===== src/rtl/vt_engine_pkg.sv =====
// ============================================================================
// vt_engine_pkg : shared state encoding and parameter defaults
// Rev 1.0
// ============================================================================
`default_nettype none

package vt_engine_pkg;

  localparam int NUM_CH_DEFAULT = 23;
  localparam int DEPTH_DEFAULT  = 4;
  localparam int CNT_W_DEFAULT  = 16;

  typedef enum logic [1:0] {
    ST_IDLE  = 2'd0,
    ST_RUN   = 2'd1,
    ST_DRAIN = 2'd2,
    ST_DONE  = 2'd3
  } state_e;

endpackage

`default_nettype wire


===== src/rtl/vt_vec_fifo.sv =====
// ============================================================================
// vt_vec_fifo : power-of-two vector buffer with full/empty flags
// Rev 1.0
// ============================================================================
`default_nettype none

module vt_vec_fifo
  import vt_engine_pkg::*;
#(
  parameter int WIDTH = 8,
  parameter int DEPTH = DEPTH_DEFAULT
) (
  input  logic             clock,
  input  logic             reset,
  input  logic             push_i,
  input  logic [WIDTH-1:0] wdata_i,
  input  logic             pop_i,
  output logic [WIDTH-1:0] rdata_o,
  output logic             full_o,
  output logic             empty_o
);

  localparam int AW = $clog2(DEPTH);
  localparam logic [AW:0] PTR_ONE = 1;

  logic [WIDTH-1:0] mem_q [DEPTH];
  logic [AW:0]      wptr_q;
  logic [AW:0]      rptr_q;
  logic             push_ok;
  logic             pop_ok;

  assign push_ok = push_i && !full_o;
  assign pop_ok  = pop_i && !empty_o;

  // Extra pointer MSB distinguishes full from empty when the indices match.
  assign empty_o = (wptr_q == rptr_q);
  assign full_o  = (wptr_q[AW] != rptr_q[AW]) && (wptr_q[AW-1:0] == rptr_q[AW-1:0]);
  assign rdata_o = mem_q[rptr_q[AW-1:0]];

  always_ff @(posedge clock or posedge reset) begin
    if (reset) begin
      wptr_q <= '0;
      rptr_q <= '0;
    end else begin
      if (push_ok) wptr_q <= wptr_q + PTR_ONE;
      if (pop_ok)  rptr_q <= rptr_q + PTR_ONE;
    end
  end

  always_ff @(posedge clock) begin
    if (push_ok) mem_q[wptr_q[AW-1:0]] <= wdata_i;
  end

endmodule

`default_nettype wire


===== src/rtl/vt_channel_engine.sv =====
// ============================================================================
// vt_channel_engine : buffered vector drive / delayed compare pin engine
// Rev 1.0
// ============================================================================
`default_nettype none

module vt_channel_engine
  import vt_engine_pkg::*;
#(
  parameter int NUM_CH = NUM_CH_DEFAULT,
  parameter int DEPTH  = DEPTH_DEFAULT,
  parameter int CNT_W  = CNT_W_DEFAULT
) (
  input  logic              clock,
  input  logic              reset,
  input  logic              start,
  input  logic              vec_valid,
  output logic              vec_ready,
  input  logic              vec_last,
  input  logic [NUM_CH-1:0] vec_drv_en,
  input  logic [NUM_CH-1:0] vec_drv_data,
  input  logic [NUM_CH-1:0] vec_cmp_en,
  input  logic [NUM_CH-1:0] vec_exp,
  output logic [NUM_CH-1:0] pin_oe,
  output logic [NUM_CH-1:0] pin_out,
  input  logic [NUM_CH-1:0] pin_in,
  output logic              busy,
  output logic              done,
  output logic              pass,
  output logic [CNT_W-1:0]  vec_cnt,
  output logic [CNT_W-1:0]  fail_cnt,
  output logic [CNT_W-1:0]  first_fail_idx,
  output logic [NUM_CH-1:0] fail_ch
);

  localparam int              EW      = 4 * NUM_CH + 1;
  localparam logic [CNT_W-1:0] CNT_MAX = '1;
  localparam logic [CNT_W-1:0] CNT_ONE = 1;

  state_e state_q, state_d;

  logic [EW-1:0]     fifo_wdata;
  logic [EW-1:0]     fifo_rdata;
  logic              fifo_full;
  logic              fifo_empty;
  logic              push;
  logic              pop;
  logic              clear;

  logic              ent_last;
  logic [NUM_CH-1:0] ent_drv_en;
  logic [NUM_CH-1:0] ent_drv_data;
  logic [NUM_CH-1:0] ent_cmp_en;
  logic [NUM_CH-1:0] ent_exp;

  logic [NUM_CH-1:0] pin_oe_q, pin_out_q;
  logic [NUM_CH-1:0] cmp_en_q, exp_q;
  logic              cmp_vld_q, cmp_last_q;

  logic [NUM_CH-1:0] mis_bits;
  logic              mismatch;

  logic [CNT_W-1:0]  vec_cnt_q, vec_cnt_d;
  logic [CNT_W-1:0]  fail_cnt_q, fail_cnt_d;
  logic [CNT_W-1:0]  first_q, first_d;
  logic [NUM_CH-1:0] fail_ch_q, fail_ch_d;

  assign fifo_wdata = {vec_last, vec_drv_en, vec_drv_data, vec_cmp_en, vec_exp};
  assign {ent_last, ent_drv_en, ent_drv_data, ent_cmp_en, ent_exp} = fifo_rdata;

  assign vec_ready = !fifo_full && ((state_q == ST_IDLE) || (state_q == ST_RUN));
  assign push      = vec_valid && vec_ready;
  assign pop       = (state_q == ST_RUN) && !fifo_empty;

  vt_vec_fifo #(
    .WIDTH (EW),
    .DEPTH (DEPTH)
  ) u_fifo (
    .clock   (clock),
    .reset   (reset),
    .push_i  (push),
    .wdata_i (fifo_wdata),
    .pop_i   (pop),
    .rdata_o (fifo_rdata),
    .full_o  (fifo_full),
    .empty_o (fifo_empty)
  );

  // Apply stage: the popped entry drives the pads now and is compared one edge later.
  always_ff @(posedge clock or posedge reset) begin
    if (reset) begin
      pin_oe_q   <= '0;
      pin_out_q  <= '0;
      cmp_en_q   <= '0;
      exp_q      <= '0;
      cmp_vld_q  <= 1'b0;
      cmp_last_q <= 1'b0;
    end else begin
      cmp_vld_q <= pop;
      if (pop) begin
        pin_oe_q   <= ent_drv_en;
        pin_out_q  <= ent_drv_data;
        cmp_en_q   <= ent_cmp_en;
        exp_q      <= ent_exp;
        cmp_last_q <= ent_last;
      end
    end
  end

  // If/else form sends an unknown pad level down the mismatch branch.
  always_comb begin
    mis_bits = '0;
    for (int i = 0; i < NUM_CH; i++) begin
      if (!cmp_en_q[i])               mis_bits[i] = 1'b0;
      else if (pin_in[i] == exp_q[i]) mis_bits[i] = 1'b0;
      else                            mis_bits[i] = 1'b1;
    end
    mismatch = |mis_bits;
  end

  always_comb begin
    state_d = state_q;
    clear   = 1'b0;
    case (state_q)
      ST_IDLE:  if (start) state_d = ST_RUN;
      ST_RUN:   if (pop && ent_last) state_d = ST_DRAIN;
      ST_DRAIN: if (cmp_vld_q && cmp_last_q) state_d = ST_DONE;
      ST_DONE: begin
        if (start) begin
          state_d = ST_RUN;
          clear   = 1'b1;
        end
      end
      default:  state_d = ST_IDLE;
    endcase
  end

  always_comb begin
    vec_cnt_d  = vec_cnt_q;
    fail_cnt_d = fail_cnt_q;
    first_d    = first_q;
    fail_ch_d  = fail_ch_q;
    if (clear) begin
      vec_cnt_d  = '0;
      fail_cnt_d = '0;
      first_d    = '1;
      fail_ch_d  = '0;
    end else if (cmp_vld_q) begin
      if (vec_cnt_q != CNT_MAX) vec_cnt_d = vec_cnt_q + CNT_ONE;
      if (mismatch) begin
        // A zero fail count means no mismatch yet since the last clear.
        if (fail_cnt_q == '0) first_d = vec_cnt_q;
        if (fail_cnt_q != CNT_MAX) fail_cnt_d = fail_cnt_q + CNT_ONE;
        fail_ch_d = fail_ch_q | mis_bits;
      end
    end
  end

  always_ff @(posedge clock or posedge reset) begin
    if (reset) begin
      state_q    <= ST_IDLE;
      vec_cnt_q  <= '0;
      fail_cnt_q <= '0;
      first_q    <= '1;
      fail_ch_q  <= '0;
    end else begin
      state_q    <= state_d;
      vec_cnt_q  <= vec_cnt_d;
      fail_cnt_q <= fail_cnt_d;
      first_q    <= first_d;
      fail_ch_q  <= fail_ch_d;
    end
  end

  assign pin_oe         = pin_oe_q;
  assign pin_out        = pin_out_q;
  assign busy           = (state_q == ST_RUN) || (state_q == ST_DRAIN);
  assign done           = (state_q == ST_DONE);
  assign pass           = done && (fail_cnt_q == '0);
  assign vec_cnt        = vec_cnt_q;
  assign fail_cnt       = fail_cnt_q;
  assign first_fail_idx = first_q;
  assign fail_ch        = fail_ch_q;

endmodule

`default_nettype wire


===== config.mk =====
export PLATFORM = sky130hd
export DESIGN_NAME = vt_channel_engine
export DESIGN_NICKNAME = d
export VERILOG_FILES = /design/src/rtl/vt_engine_pkg.sv /design/src/rtl/vt_vec_fifo.sv /design/src/rtl/vt_channel_engine.sv
export SDC_FILE = /design/constraint.sdc
export NUM_CORES = 1
export LEC_CHECK = 0
export ABC_CLOCK_PERIOD_IN_PS = 7260
export CAP_MARGIN = 40
export CORE_UTILIZATION = 55
export CTS_CLUSTER_DIAMETER = 150
export DETAILED_ROUTE_END_ITERATION = 10
export PLACE_DENSITY = 0.78
export SYNTH_ARGS = -nofsm -noshare
export SYNTH_HDL_FRONTEND = slang
export SYNTH_SLANG_ARGS = --single-unit

===== constraint.sdc =====
create_clock -name clock -period 7.26 [get_ports clock]
set_input_delay 1.089 -clock clock [delete_from_list [all_inputs] [get_ports clock]]
set_output_delay 1.089 -clock clock [all_outputs]
set_load 0.01 [all_outputs]

=== Word-level counts from Yosys, hierarchy flattened ===
Memories as Yosys holds them, arrays and structs flattened.
Index checks and enable logic that the tools add are counted.

* Memories kept: 1
* Memory bits (writable): 372
* Output and inout bits: 121
* Latch bits: 0
* Input port bits: 120
* Bits in read-only memories: 0
* Flip-flop bits (word level): 173
* Word-level logic and storage cells: 148

{| class="wikitable"
|+ Memories
! name !! words !! bits a word !! rd ports !! clocked after Yosys merged registers in !! write ports !! RTL line !! source
|-
| u_fifo.mem_q || 4 || 93 || 1 || 0 || 1 || vt_vec_fifo.sv:26 || <nowiki>logic [WIDTH-1:0] mem_q [DEPTH];</nowiki>
|}

* Equality and inequality tests: 34
* Reductions and logical operators: 27
* $add $sub $neg: 4
* Bitwise gates (word level): 1
* Shifts and indexed selects: 0
* Div/mod/pow operators: 0
* Multiply operators: 0
* Order comparisons: 0
* Mux-type cells: 68

{| class="wikitable"
|+ Operator list
! operator !! number
|-
| $mux W16 || 11
|-
| $mux W23 || 3
|-
| $mux W1 || 50
|-
| $add A16 B1 Y16 const B || 2
|-
| $ne A16 B16 Y1 const B || 2
|-
| $eq A1 B1 Y1 || 23
|-
| $or A23 B23 Y23 || 1
|-
| $reduce_or A23 Y1 || 1
|-
| $logic_not A16 Y1 || 1
|-
| $reduce_bool A2 Y1 || 5
|-
| $logic_and A1 B1 Y1 || 9
|-
| $reduce_and A3 Y1 || 3
|-
| $add A3 B1 Y3 const B || 2
|-
| $mux W2 || 3
|-
| $pmux W2 S3 || 1
|-
| $eq A2 B2 Y1 const B || 2
|-
| $ne A2 B2 Y1 const B || 2
|-
| $reduce_and A2 Y1 || 2
|-
| $eq A3 B3 Y1 || 1
|-
| $eq A2 B1 Y1 const B || 1
|-
| $eq A2 B2 Y1 || 1
|-
| $logic_not A1 Y1 || 2
|-
| $logic_not A2 Y1 || 1
|-
| $logic_or A1 B1 Y1 || 2
|-
| other kinds (3) || 3
|}

=== Longest topological paths before layout ===
* Depth after elaboration: 8
* Depth in mapped cells: 8
* Mapped depth without buffers: 8

=== By module ===
A second synthesis with hierarchy kept.

* Cell total of the unflattened synthesis: 1330
* Area, all modules: 21326.7 um^2

{| class="wikitable"
|+ Modules (own cells, without submodules)
! module !! times used !! seq. area each (um^2) !! cells each !! area an instance (um^2)
|-
| vt_vec_fifo || 1 || 11320.9 || 536 || 13953.4
|-
| vt_channel_engine || 1 || 4199.0 || 794 || 7373.3
|}

=== Worst setup path after synthesis ===
No wires, ideal clock.

* Path kind: reg2reg
* From: reg u_fifo.rptr_q[1]
* To: mem u_fifo.mem_q[3][0] (netlist bit) (enable)
* Data required time: 6796 ps
* Setup time: 464 ps
* Period minus slack after synthesis: 3933 ps
* Path slack: 3327 ps
* Data arrival time: 3469 ps
* Cell stages (with the launch flop): 6
* Path buffers: 1
* Cells stage by stage: dfrtp_1 > buf_6 > xor2_1 > nor2_1 > a21oi_1 > and3_1

* Longest elaborated chain between the ends: 8

{| class="wikitable"
|+ RTL lines
! item !! RTL line !! source
|-
| start, declared || vt_vec_fifo.sv:28 || <nowiki>logic [AW:0] rptr_q;</nowiki>
|-
| start signal, assigned || vt_vec_fifo.sv:46 || <nowiki>if (pop_ok) rptr_q <= rptr_q + PTR_ONE;</nowiki>
|-
| $eq A2 B2 Y1 || vt_vec_fifo.sv:37 || <nowiki>assign full_o = (wptr_q[AW] != rptr_q[AW]) && (wptr_q[AW-1:0] == rptr_q[AW-1:0]);</nowiki>
|-
| $logic_and A1 B1 Y1 || vt_vec_fifo.sv:37 ||
|-
| $logic_not A1 Y1 || vt_channel_engine.sv:71 || <nowiki>assign vec_ready = !fifo_full && ((state_q == ST_IDLE) || (state_q == ST_RUN));</nowiki>
|-
| $logic_and A1 B1 Y1 || vt_channel_engine.sv:71 ||
|-
| net vec_ready || vt_channel_engine.sv:18 || <nowiki>output logic vec_ready,</nowiki>
|-
| $logic_and A1 B1 Y1 || vt_channel_engine.sv:72 || <nowiki>assign push = vec_valid && vec_ready;</nowiki>
|-
| $logic_and A1 B1 Y1 || vt_vec_fifo.sv:32 || <nowiki>assign push_ok = push_i && !full_o;</nowiki>
|-
| $mux W1 || vt_vec_fifo.sv:51 || <nowiki>if (push_ok) mem_q[wptr_q[AW-1:0]] <= wdata_i;</nowiki>
|-
| $mux W1 (implied by the code) || vt_vec_fifo.sv:51 ||
|-
| end, declared || vt_vec_fifo.sv:26 ||
|}

The timed path passes the listed nets, and every way through them passes these cells.

=== Final worst setup path ===
* From: reg u_fifo.rptr_q[0]
* To: out vec_ready

* Longest elaborated chain between the ends: 4

{| class="wikitable"
|+ RTL lines
! item !! RTL line
|-
| $eq A2 B2 Y1 || vt_vec_fifo.sv:37
|-
| $logic_and A1 B1 Y1 || vt_vec_fifo.sv:37
|-
| $logic_not A1 Y1 || vt_channel_engine.sv:71
|-
| $logic_and A1 B1 Y1 || vt_channel_engine.sv:71
|-
| end, declared || vt_channel_engine.sv:18
|}

Every way passes these cells.

==> flow_summary_export.csv <==
group,metric,value,unit
critical_path,crit_arrival,3300,ps
synthesis,synth_area_per_cell,18.93,um^2
synthesis,synth_xor_area_share,1.774,%
global_route,grt_pass1_vias,11650,
layout,syn_to_final_growth,22.81,%
timing,finalCritPeriodShare,60.52,%
critical_path,crit_type,"reg -> out",
clocking,post_cts_buffers,0,
pwr,powerDensity,405.5,nW/um^2
floorplanning,dieArea,39400,um^2
place,portBuffers,240,
detailed_routing,route.detailed.drc,0,
clocking,clkSlewWorstSetupHoldPaths,60,ps
critical_path,r2r_start,"u_fifo.rptr_q[0]",
synthesis,synthCells,1122,
critical_path,required,6170,ps
synthesis,ys_seq_area_share,73.09,%
synthesis,ys_ff_latch,545,
synthesis,synth_top_flop_cell,"edfxtp_1",
detailed_routing,drtIter0Drc,623,
timing,setup_violations,0,
timing,fmax,227.6,MHz
synthesis,yosysTopAreaCell,"edfxtp_1",
synthesis,yosys-mux-area-fraction,16.40,%
clocking,cts_made_buffers,54,
synthesis,synth_compound_area_share,2.816,%
critical_path,critPathCapture,"vec_ready",
critical_path,crit_path_start_kind,"flip-flop",
detailed_routing,routed_wirelength,45.05,mm
timing,period_minus_slack,4394,ps
floorplanning,ios,241,
clocking,cts_resized,0,
critical_path,crit_path_end_kind,"output port",
synthesis,synth_top_family_by_area,"multiplexers",
layout,fin_util,68.91,%
pwr,ir_drop,0.0002792,V
status,outcome,"complete, no violations",
detailed_routing,ant_nets,0,
layout,drive_gt1_share,21.83,%
clocking,cts_sinks,545,
floorplanning,rows,71,
global_route,grt_start_max_net_pins,97,
synthesis,synth_area_leaders,"edfxtp_1 (53%), dfrtp_1 (19%), mux4_2 (9.9%)",
layout,n_fill_cell,2443,
clocking,cts_htree_levels,2,
synthesis,async_flop_share,31.74,%
place,place_congestion,0.8402,
layout,fin_nets,1522,
timing,worstMarginPinSlew,804.7,ps
synthesis,yosysMostFrequentCell,"edfxtp_1",
clocking,clk_latency,610,ps
detailed_routing,route.detailed.wl_per_inst,23.12,um
synthesis,ys_types,51,
critical_path,rr_endpoint,"u_fifo.mem_q[0][62]",
flow_run,drv_cap,0,
synthesis,synth_simple_gate_area_share,3.394,%
detailed_routing,vias,11110,
detailed_routing,vias_per_cell,5.702,
floorplanning,start_util,56.11,%
floorplanning,die_h,198.5,um
global_route,grt_pass1_wl,68.61,mm
critical_path,cp_max_fo,26,
synthesis,syn-num-nets,1255,
critical_path,r2r_slack,3510,ps
timing,hold_viol,0,
synthesis,ys_warn_count,0,
global_route,gr-usage-all-layers,23.68,%
timing,clock-skew-final,18.01,ps
timing,maxSlewHeadroom,46.35,%
clocking,clockRootBuffer,"clkbuf_16",
synthesis,synthAdderAreaFrac,0.7660,%
global_route,antenna_found_initial,7,
worst_hold_path,hold_class,"reg -> reg",
detailed_routing,first_pass_iters,8,
timing,rsz0062_at_grt,"no",
floorplanning,coreArea,37840,um^2
synthesis,synth_edf_count,372,
floorplanning,die_w,198.5,um
place,dpl.hpwl,28.58,mm
synthesis,syn_area,21240,um^2
critical_path,rr_worst_depth,7,
timing,slew_viol_final,0,
timing,tns,0,ps
synthesis,synth_top_area_share,52.60,%
critical_path,critical_path.startpoint,"u_fifo.rptr_q[0]",
pwr,leakage,9.409,nW
global_route,grt_overflow,0,
synthesis,synthTopCellsByCount,"edfxtp_1 (372), dfrtp_1 (157), mux4_2 (93)",
clocking,cts_tree,"done",
clocking,cts_hold_buf,0,
clocking,cts.path.max_buffers,3,
[flip-flops by register name (all words and copies together), names as in the netlist, 16 cells and up]
name and cells:
vec_cnt 16, first_fail_idx 16, pin_out 23, fail_cnt 16, fail_ch 23, pin_oe 23, cmp_en_q 23, u_fifo.mem_q 372
exp_q 23
[per-layer routing]
layer | vias to the layer above | GRT usage, % | wire (um)
met1 | 5756 | 31.01 | 18320
met3 | 65 | 5.782 | 2976
met4 | 8 | 7.208 | 962
met2 | 355 | 39.48 | 22730
met5 | - | 0 | 48
li1 | 4924 | - | -
[power by group]
part | switching, W | internal, W | leakage (nW)
clock network | 0.00116 | 0.00149 | 0.831
logic | 0.00155 | 0.00187 | 3.11
registers | 0.000421 | 0.00409 | 5.47
total | 0.00313 | 0.00745 | 9.41
[worst min path at each step]
stage	startpoint	endpoint	depth (start not counted)
6_report	first_fail_idx[2]	first_fail_idx[2]	2
4_1_cts	first_fail_idx[4]	first_fail_idx[4]	2
5_1_grt	first_fail_idx[2]	first_fail_idx[2]	2
2_1_floorplan	cmp_last_q	cmp_last_q	2
3_3_place_gp	first_fail_idx[14]	first_fail_idx[14]	2
3_5_place_dp	first_fail_idx[4]	first_fail_idx[4]	2
[stage by stage]
| step | power (W) | setup WS (ps) | instance area, um^2 | hold slack (ps) | instances |
|---|---|---|---|---|---|
| floorplan | 0.006751 | 1509 | 21240 | 445.7 | 1122 |
| global placement | 0.007826 | 3071 | 24130 | 455.2 | 1835 |
| detailed placement | 0.008010 | 3350 | 24370 | 462.6 | 1844 |
| CTS | 0.01070 | 2695 | 26070 | 472.5 | 1945 |
| global route | 0.01107 | 2626 | 26080 | 486.9 | 1948 |
| finish | 0.01058 | 2866 | 26080 | 470.1 | 1948 |
[logic make-up after synthesis]
kind of cell / after synthesis
and+or+nand+nor: 149
AOI/OAI and AO/OA: 91
DFF: 545
buffers and inverters: 78
xor gates and xnor gates: 43
adders and majority gates: 13
muxes: 203
[layout make-up]
| type | count | area [um^2] | share of cell area (%) |
|---|---|---|---|
| sequential | 545 | 15530 | 59.54 |
| multi-input combinational | 499 | 5363 | 20.56 |
| timing repair buffer | 259 | 2718 | 10.42 |
| clock buffer | 71 | 1455 | 5.580 |
| tap | 511 | 639.4 | 2.452 |
| clock inverter | 30 | 245.2 | 0.9403 |
| inverter | 30 | 125.1 | 0.4798 |
| antenna | 3 | 7.507 | 0.02879 |
[worst max-delay path: stages, from the launching register on]
cell	delay, ps
dfrtp_4	760
buf_12	310
xor2_1	310
nor2_1	70
a21oi_1	570
clkdlybuf4s50_1	680
[placed cells by master (no fill, tap or decap), types with 13 or more instances in the layout]
cell,n
o21ai_0,18
nor2_1,63
a31oi_1,25
dfrtp_1,155
mux2_4,46
a21oi_1,13
clkdlybuf4s50_1,240
xor2_1,36
clkbuf_16,54
inv_1,28
mux2i_1,18
mux4_2,93
clkbuf_1,13
ha_1,13
dfstp_2,16
edfxtp_1,372
nand2_1,25
mux2_2,46
Note: power is estimated with default switching activity, not from simulation.
